### config.mk
export PLATFORM = sky130hd
export DESIGN_NAME = sensor_conditioner
export DESIGN_NICKNAME = d
export VERILOG_FILES = /design/src/rtl/parking_pkg.sv /design/src/rtl/debounce_channel.sv /design/src/rtl/sensor_conditioner.sv
export SDC_FILE = /design/constraint.sdc
export NUM_CORES = 1
export LEC_CHECK = 0
export BUFFER_PORTS_ARGS = -buffer_cell sky130_fd_sc_hd__buf_4
export CAP_MARGIN = 20
export CORE_MARGIN = 3
export CORE_UTILIZATION = 61
export CTS_CLUSTER_SIZE = 25
export DETAILED_ROUTE_END_ITERATION = 8
export PLACE_DENSITY = 0.87
export RECOVER_POWER = 25
export SLEW_MARGIN = 20
export SYNTH_ARGS = -nofsm -noshare
export SYNTH_HDL_FRONTEND = slang
export SYNTH_SLANG_ARGS = --single-unit
### constraint.sdc
create_clock -name clock -period 2.6 [get_ports clock]
set_input_delay 0.39 -clock clock [delete_from_list [all_inputs] [get_ports clock]]
set_output_delay 0.39 -clock clock [all_outputs]
set_load 0.01 [all_outputs]
### src/rtl/parking_pkg.sv
// rtl/parking_pkg.sv - shared parking-lot constants and sensor channel status type
package parking_pkg;

   localparam int LOT_CAPACITY            = 16;
   localparam int DEBOUNCE_CYCLES_DEFAULT = 16;
   localparam int STUCK_CYCLES_DEFAULT    = 2**20;

   // Registered view of one conditioned photo-sensor channel
   typedef struct packed {
      logic clean;
      logic rise;
      logic fall;
      logic fault;
   } chan_status_t;

endpackage

### src/rtl/debounce_channel.sv
// rtl/debounce_channel.sv - synchronizer, debouncer, edge strobes and stuck detector for one sensor
module debounce_channel
   import parking_pkg::*;
#(
   parameter int DEBOUNCE_CYCLES = DEBOUNCE_CYCLES_DEFAULT,
   parameter int STUCK_CYCLES    = STUCK_CYCLES_DEFAULT
) (
   input  logic         clock,
   input  logic         reset,
   input  logic         raw,
   output chan_status_t status
);

   localparam int CW = $clog2(DEBOUNCE_CYCLES);
   localparam int SW = $clog2(STUCK_CYCLES + 1);
   localparam logic [CW-1:0] CNT_LAST  = CW'(DEBOUNCE_CYCLES - 1);
   localparam logic [SW-1:0] STUCK_MAX = SW'(STUCK_CYCLES);

   logic          s1;
   logic          s2;
   logic [CW-1:0] cnt;
   logic          clean;
   logic          rise;
   logic          fall;
   logic          fault;
   logic [SW-1:0] stuck;

   logic          accept;
   logic          clean_next;
   logic [SW-1:0] stuck_next;

   // Acceptance happens on the edge where the disagreeing level has been seen for the full window;
   // the stuck count follows the current clean level and saturates at its limit
   always_comb begin
      accept     = 1'b0;
      clean_next = clean;
      stuck_next = '0;
      if ((s2 != clean) && (cnt == CNT_LAST)) begin
         accept     = 1'b1;
         clean_next = s2;
      end
      if (clean) begin
         stuck_next = (stuck == STUCK_MAX) ? stuck : stuck + SW'(1);
      end
   end

   // Two-flop synchronizer for the asynchronous GPIO level
   always_ff @(posedge clock) begin
      if (reset) begin
         s1 <= 1'b0;
         s2 <= 1'b0;
      end else begin
         s1 <= raw;
         s2 <= s1;
      end
   end

   // Stability counter, clean level and single-cycle edge strobes
   always_ff @(posedge clock) begin
      if (reset) begin
         cnt   <= '0;
         clean <= 1'b0;
         rise  <= 1'b0;
         fall  <= 1'b0;
      end else begin
         if (s2 == clean || accept) begin
            cnt <= '0;
         end else begin
            cnt <= cnt + CW'(1);
         end
         clean <= clean_next;
         rise  <= accept & s2;
         fall  <= accept & ~s2;
      end
   end

   // Stuck-high counter; the flag drops on the very edge the clean level falls
   always_ff @(posedge clock) begin
      if (reset) begin
         stuck <= '0;
         fault <= 1'b0;
      end else begin
         stuck <= stuck_next;
         fault <= clean_next && (stuck_next == STUCK_MAX);
      end
   end

   assign status = '{clean: clean, rise: rise, fall: fall, fault: fault};

endmodule

### src/rtl/sensor_conditioner.sv
// rtl/sensor_conditioner.sv - conditions the outer (a) and inner (b) photo-sensors for the parking-lot FSM
module sensor_conditioner
   import parking_pkg::*;
#(
   parameter int DEBOUNCE_CYCLES = DEBOUNCE_CYCLES_DEFAULT,
   parameter int STUCK_CYCLES    = STUCK_CYCLES_DEFAULT
) (
   input  logic       clock,
   input  logic       reset,
   input  logic       a_raw,
   input  logic       b_raw,
   output logic       a_clean,
   output logic       b_clean,
   output logic       a_rise,
   output logic       a_fall,
   output logic       b_rise,
   output logic       b_fall,
   output logic [1:0] fault
);

   chan_status_t a_st;
   chan_status_t b_st;

   debounce_channel #(
      .DEBOUNCE_CYCLES (DEBOUNCE_CYCLES),
      .STUCK_CYCLES    (STUCK_CYCLES)
   ) u_chan_a (
      .clock  (clock),
      .reset  (reset),
      .raw    (a_raw),
      .status (a_st)
   );

   debounce_channel #(
      .DEBOUNCE_CYCLES (DEBOUNCE_CYCLES),
      .STUCK_CYCLES    (STUCK_CYCLES)
   ) u_chan_b (
      .clock  (clock),
      .reset  (reset),
      .raw    (b_raw),
      .status (b_st)
   );

   assign a_clean = a_st.clean;
   assign a_rise  = a_st.rise;
   assign a_fall  = a_st.fall;
   assign b_clean = b_st.clean;
   assign b_rise  = b_st.rise;
   assign b_fall  = b_st.fall;
   assign fault   = {b_st.fault, a_st.fault};

endmodule

==> qor.yml <==
floorplan:
  core_area_sq_um: 4786
  dieWidth_microns: 76.89
  ios: 12
  die_y_microns: 76.89
  core.rowCount: 25
  fp.dieArea_sq_um: 5912
  start_util: 0.6405
final_layout:
  multi_input_area_sq_um: 1707
  final_nets: 378
  instances_no_fill: 440
  antenna_cells: 0
  nFillCells: 386
  fin_area_sq_um: 3356
  final_util: 0.7012
  syn_to_final_growth_pct: 9.469
  seqCellArea_sq_um: 1241
  drive_above_1_share: 0.08043
grt:
  antenna_found_initial: 0
  track_usage: 0.2254
  grt_max_degree: 21
  grt_overflow_total: 0
  grt_pass1_vias: 2384
  grt_first_pass_wirelength_microns: 10800
drt:
  viasPerCell: 5.666
  drc_errors: 0
  wl_microns: 6071
  ant_nets: 0
  drt_iter0_markers: 174
  vias: 2493
  drtPass1Iterations: 4
  wire_per_inst_microns: 13.80
timing:
  clock_skew_ns: 0.005080
  max_slew_margin: 0.4541
  maxSlewViolCount: 0
  tns_ns: 0
  worst_pin_slew_ns: 0.8188
  finalCriticalPeriod_ns: 2.317
  max_freq_ghz: 0.4316
  hold_violations: 0
  rsz0062_at_grt: "no"
  setup_violations: 0
  fin_crit_sh: 0.8911
synthesis:
  avgSynthCellArea_sq_um: 8.539
  synth_common_cells: "dfxtp_1, nor2_1, xnor2_1"
  synth_warnings: 0
  synth_edf_count: 0
  synth-seq-cells: 62
  synth_area_sq_um: 3065
  async_reset_ff_frac: 0
  synth_cells: 359
  synth_top_cell_by_area: "dfxtp_1"
  synth_seq_area_share: 0.4049
  synthTopCellsByArea: "dfxtp_1, xnor2_1, nor2_1"
  post-synth-top-count-cell: "dfxtp_1"
  synth_cell_types: 46
  synth_flop_cell: "dfxtp_1"
  syn_nets: 369
  synth_top_area_frac: 0.4049
power:
  ir_drop_mv: 0.4502
  leakage_nw: 1.165
  power_density_nw_per_um2: 540.8
worst_setup_path:
  startpoint: "u_chan_b.stuck[3]$_SDFF_PP0_"
  crit_arrival_ns: 2.55
  crit_path_max_fanout: 7
  startpoint_type: "flop"
  crit-reg2reg-launch: "u_chan_b.stuck[3]$_SDFF_PP0_"
  end_kind: "flop"
  critPathKind: "flop to flop"
  cp_data_required_time_ns: 2.84
clocking:
  post_cts_resized: 0
  clk-insertion-delay-late_ns: 0.34
  cts_buffer_depth: 2
  numClockSinks: 62
  root_buffer: "clkbuf_8"
  hold_buffers: 0
  htree_levels: 3
  clk_pin_slew_worst_paths_ns: 0.06
  numCtsBuffers: 9
  post_cts_buffers: 0
  cts_tree: "yes"
run:
  maxCapViolCount: 0
place:
  gp_congestion: 0.9016
  dpl.cell_count: 424
  portBuffers: 11
  dp.final_hpwl_microns: 4245
  placed_area_sq_um: 3178
min_path:
  hp-start: "a_raw"
  hp-class: "input pin to flop"
status:
  status: "complete, no violations"
-- power by group --
group / leakage, nW / internal (mW) / switching, mW
Clock: 0.106 / 0.490 / 0.356
Combinational: 0.558 / 0.00619 / 0.00686
Sequential: 0.500 / 0.954 / 0.00272
-- cell usage in the layout, fill, tap and decap left out, types with 2 or more instances in the layout --
master	n
buf_4	9
clkinv_2	3
nor4_1	9
ha_1	6
and3_1	9
a31oi_1	2
o21ai_0	11
nand2b_1	5
xor2_1	21
nor2b_1	8
and4_1	2
o211ai_1	2
inv_1	9
nor3b_1	4
nand3_1	18
or3_1	3
nor2_1	55
nand2_1	22
mux2i_1	4
a21oi_1	10
dfxtp_1	62
nor4b_1	3
nand4_1	14
clkbuf_8	11
clkbuf_1	7
nor3_1	15
and2_1	3
xnor2_1	28
-- area by class of cell --
class,count,share of cell area
inverters,9,0.01007
clock buffers,12,0.04623
multi-input cells,271,0.5086
repair buffers,15,0.02685
well taps,67,0.02498
flip-flops and latches,62,0.3699
clock inverters,4,0.01342
-- through the flow --
stage / power, mW / hold slack [ns] / worst slack (ns)
after floorplan: 0.9859 / 0.4138 / 0.5745
after global placement: 0.9910 / 0.4220 / 0.4287
after detailed placement: 0.9914 / 0.4237 / 0.3524
after CTS: 1.829 / 0.2553 / 0.2799
after global routing: 1.877 / 0.2760 / 0.01087
final: 1.815 / 0.2588 / 0.2831
-- state kept, by name (all words and copies together), names as in the netlist, 4 cells and up --
register / flops
u_chan_a.stuck: 21
u_chan_b.stuck: 21
u_chan_b.cnt: 4
u_chan_a.cnt: 4
-- path summary, 6_finish.rpt --
check / to / slack [ns] / cells past startpoint
max: u_chan_b.fault$_SDFF_PP0_ / 0.28 / 6
min: u_chan_a.s1$_SDFF_PP0_ / 0.26 / 2
max reg2reg: u_chan_b.fault$_SDFF_PP0_ / 0.28 / 6
min reg2reg: u_chan_b.s2$_SDFF_PP0_ / 0.44 / 1
-- cell families (layout without fill, tap and decap cells) --
group | after synthesis | count (layout) | share of synthesized area
XOR/XNOR | 49 | 49 | 0.1400
AND/OR/NAND/NOR | 179 | 179 | 0.3122
adder cells (fa/ha/maj) | 6 | 6 | 0.02449
multiplexers | 5 | 5 | 0.01673
flip-flops | 62 | 62 | 0.4049
buffers and inverters | 26 | 40 | 0.03836
AO/OA/AOI/OAI | 32 | 32 | 0.06327
-- critical path, cell delays in order (launching register included) --
cell       delay, ns
dfxtp_1         0.46
nand4_1         0.27
nor4_2          0.54
a21oi_1         0.15
o21ai_0         0.34
nand4_1         0.15
a2111oi_2       0.29
-- routing by layer --
layer,wire length (microns),share of wire,vias to the layer above,track usage
met4,127,0.021,0,0.1033
met1,2990,0.49,1168,0.2918
met3,249,0.041,12,0.06221
met5,0,0,-,0
met2,2705,0.45,51,0.3484
li1,-,-,1262,-
Note: power is estimated with default switching activity, not from simulation.
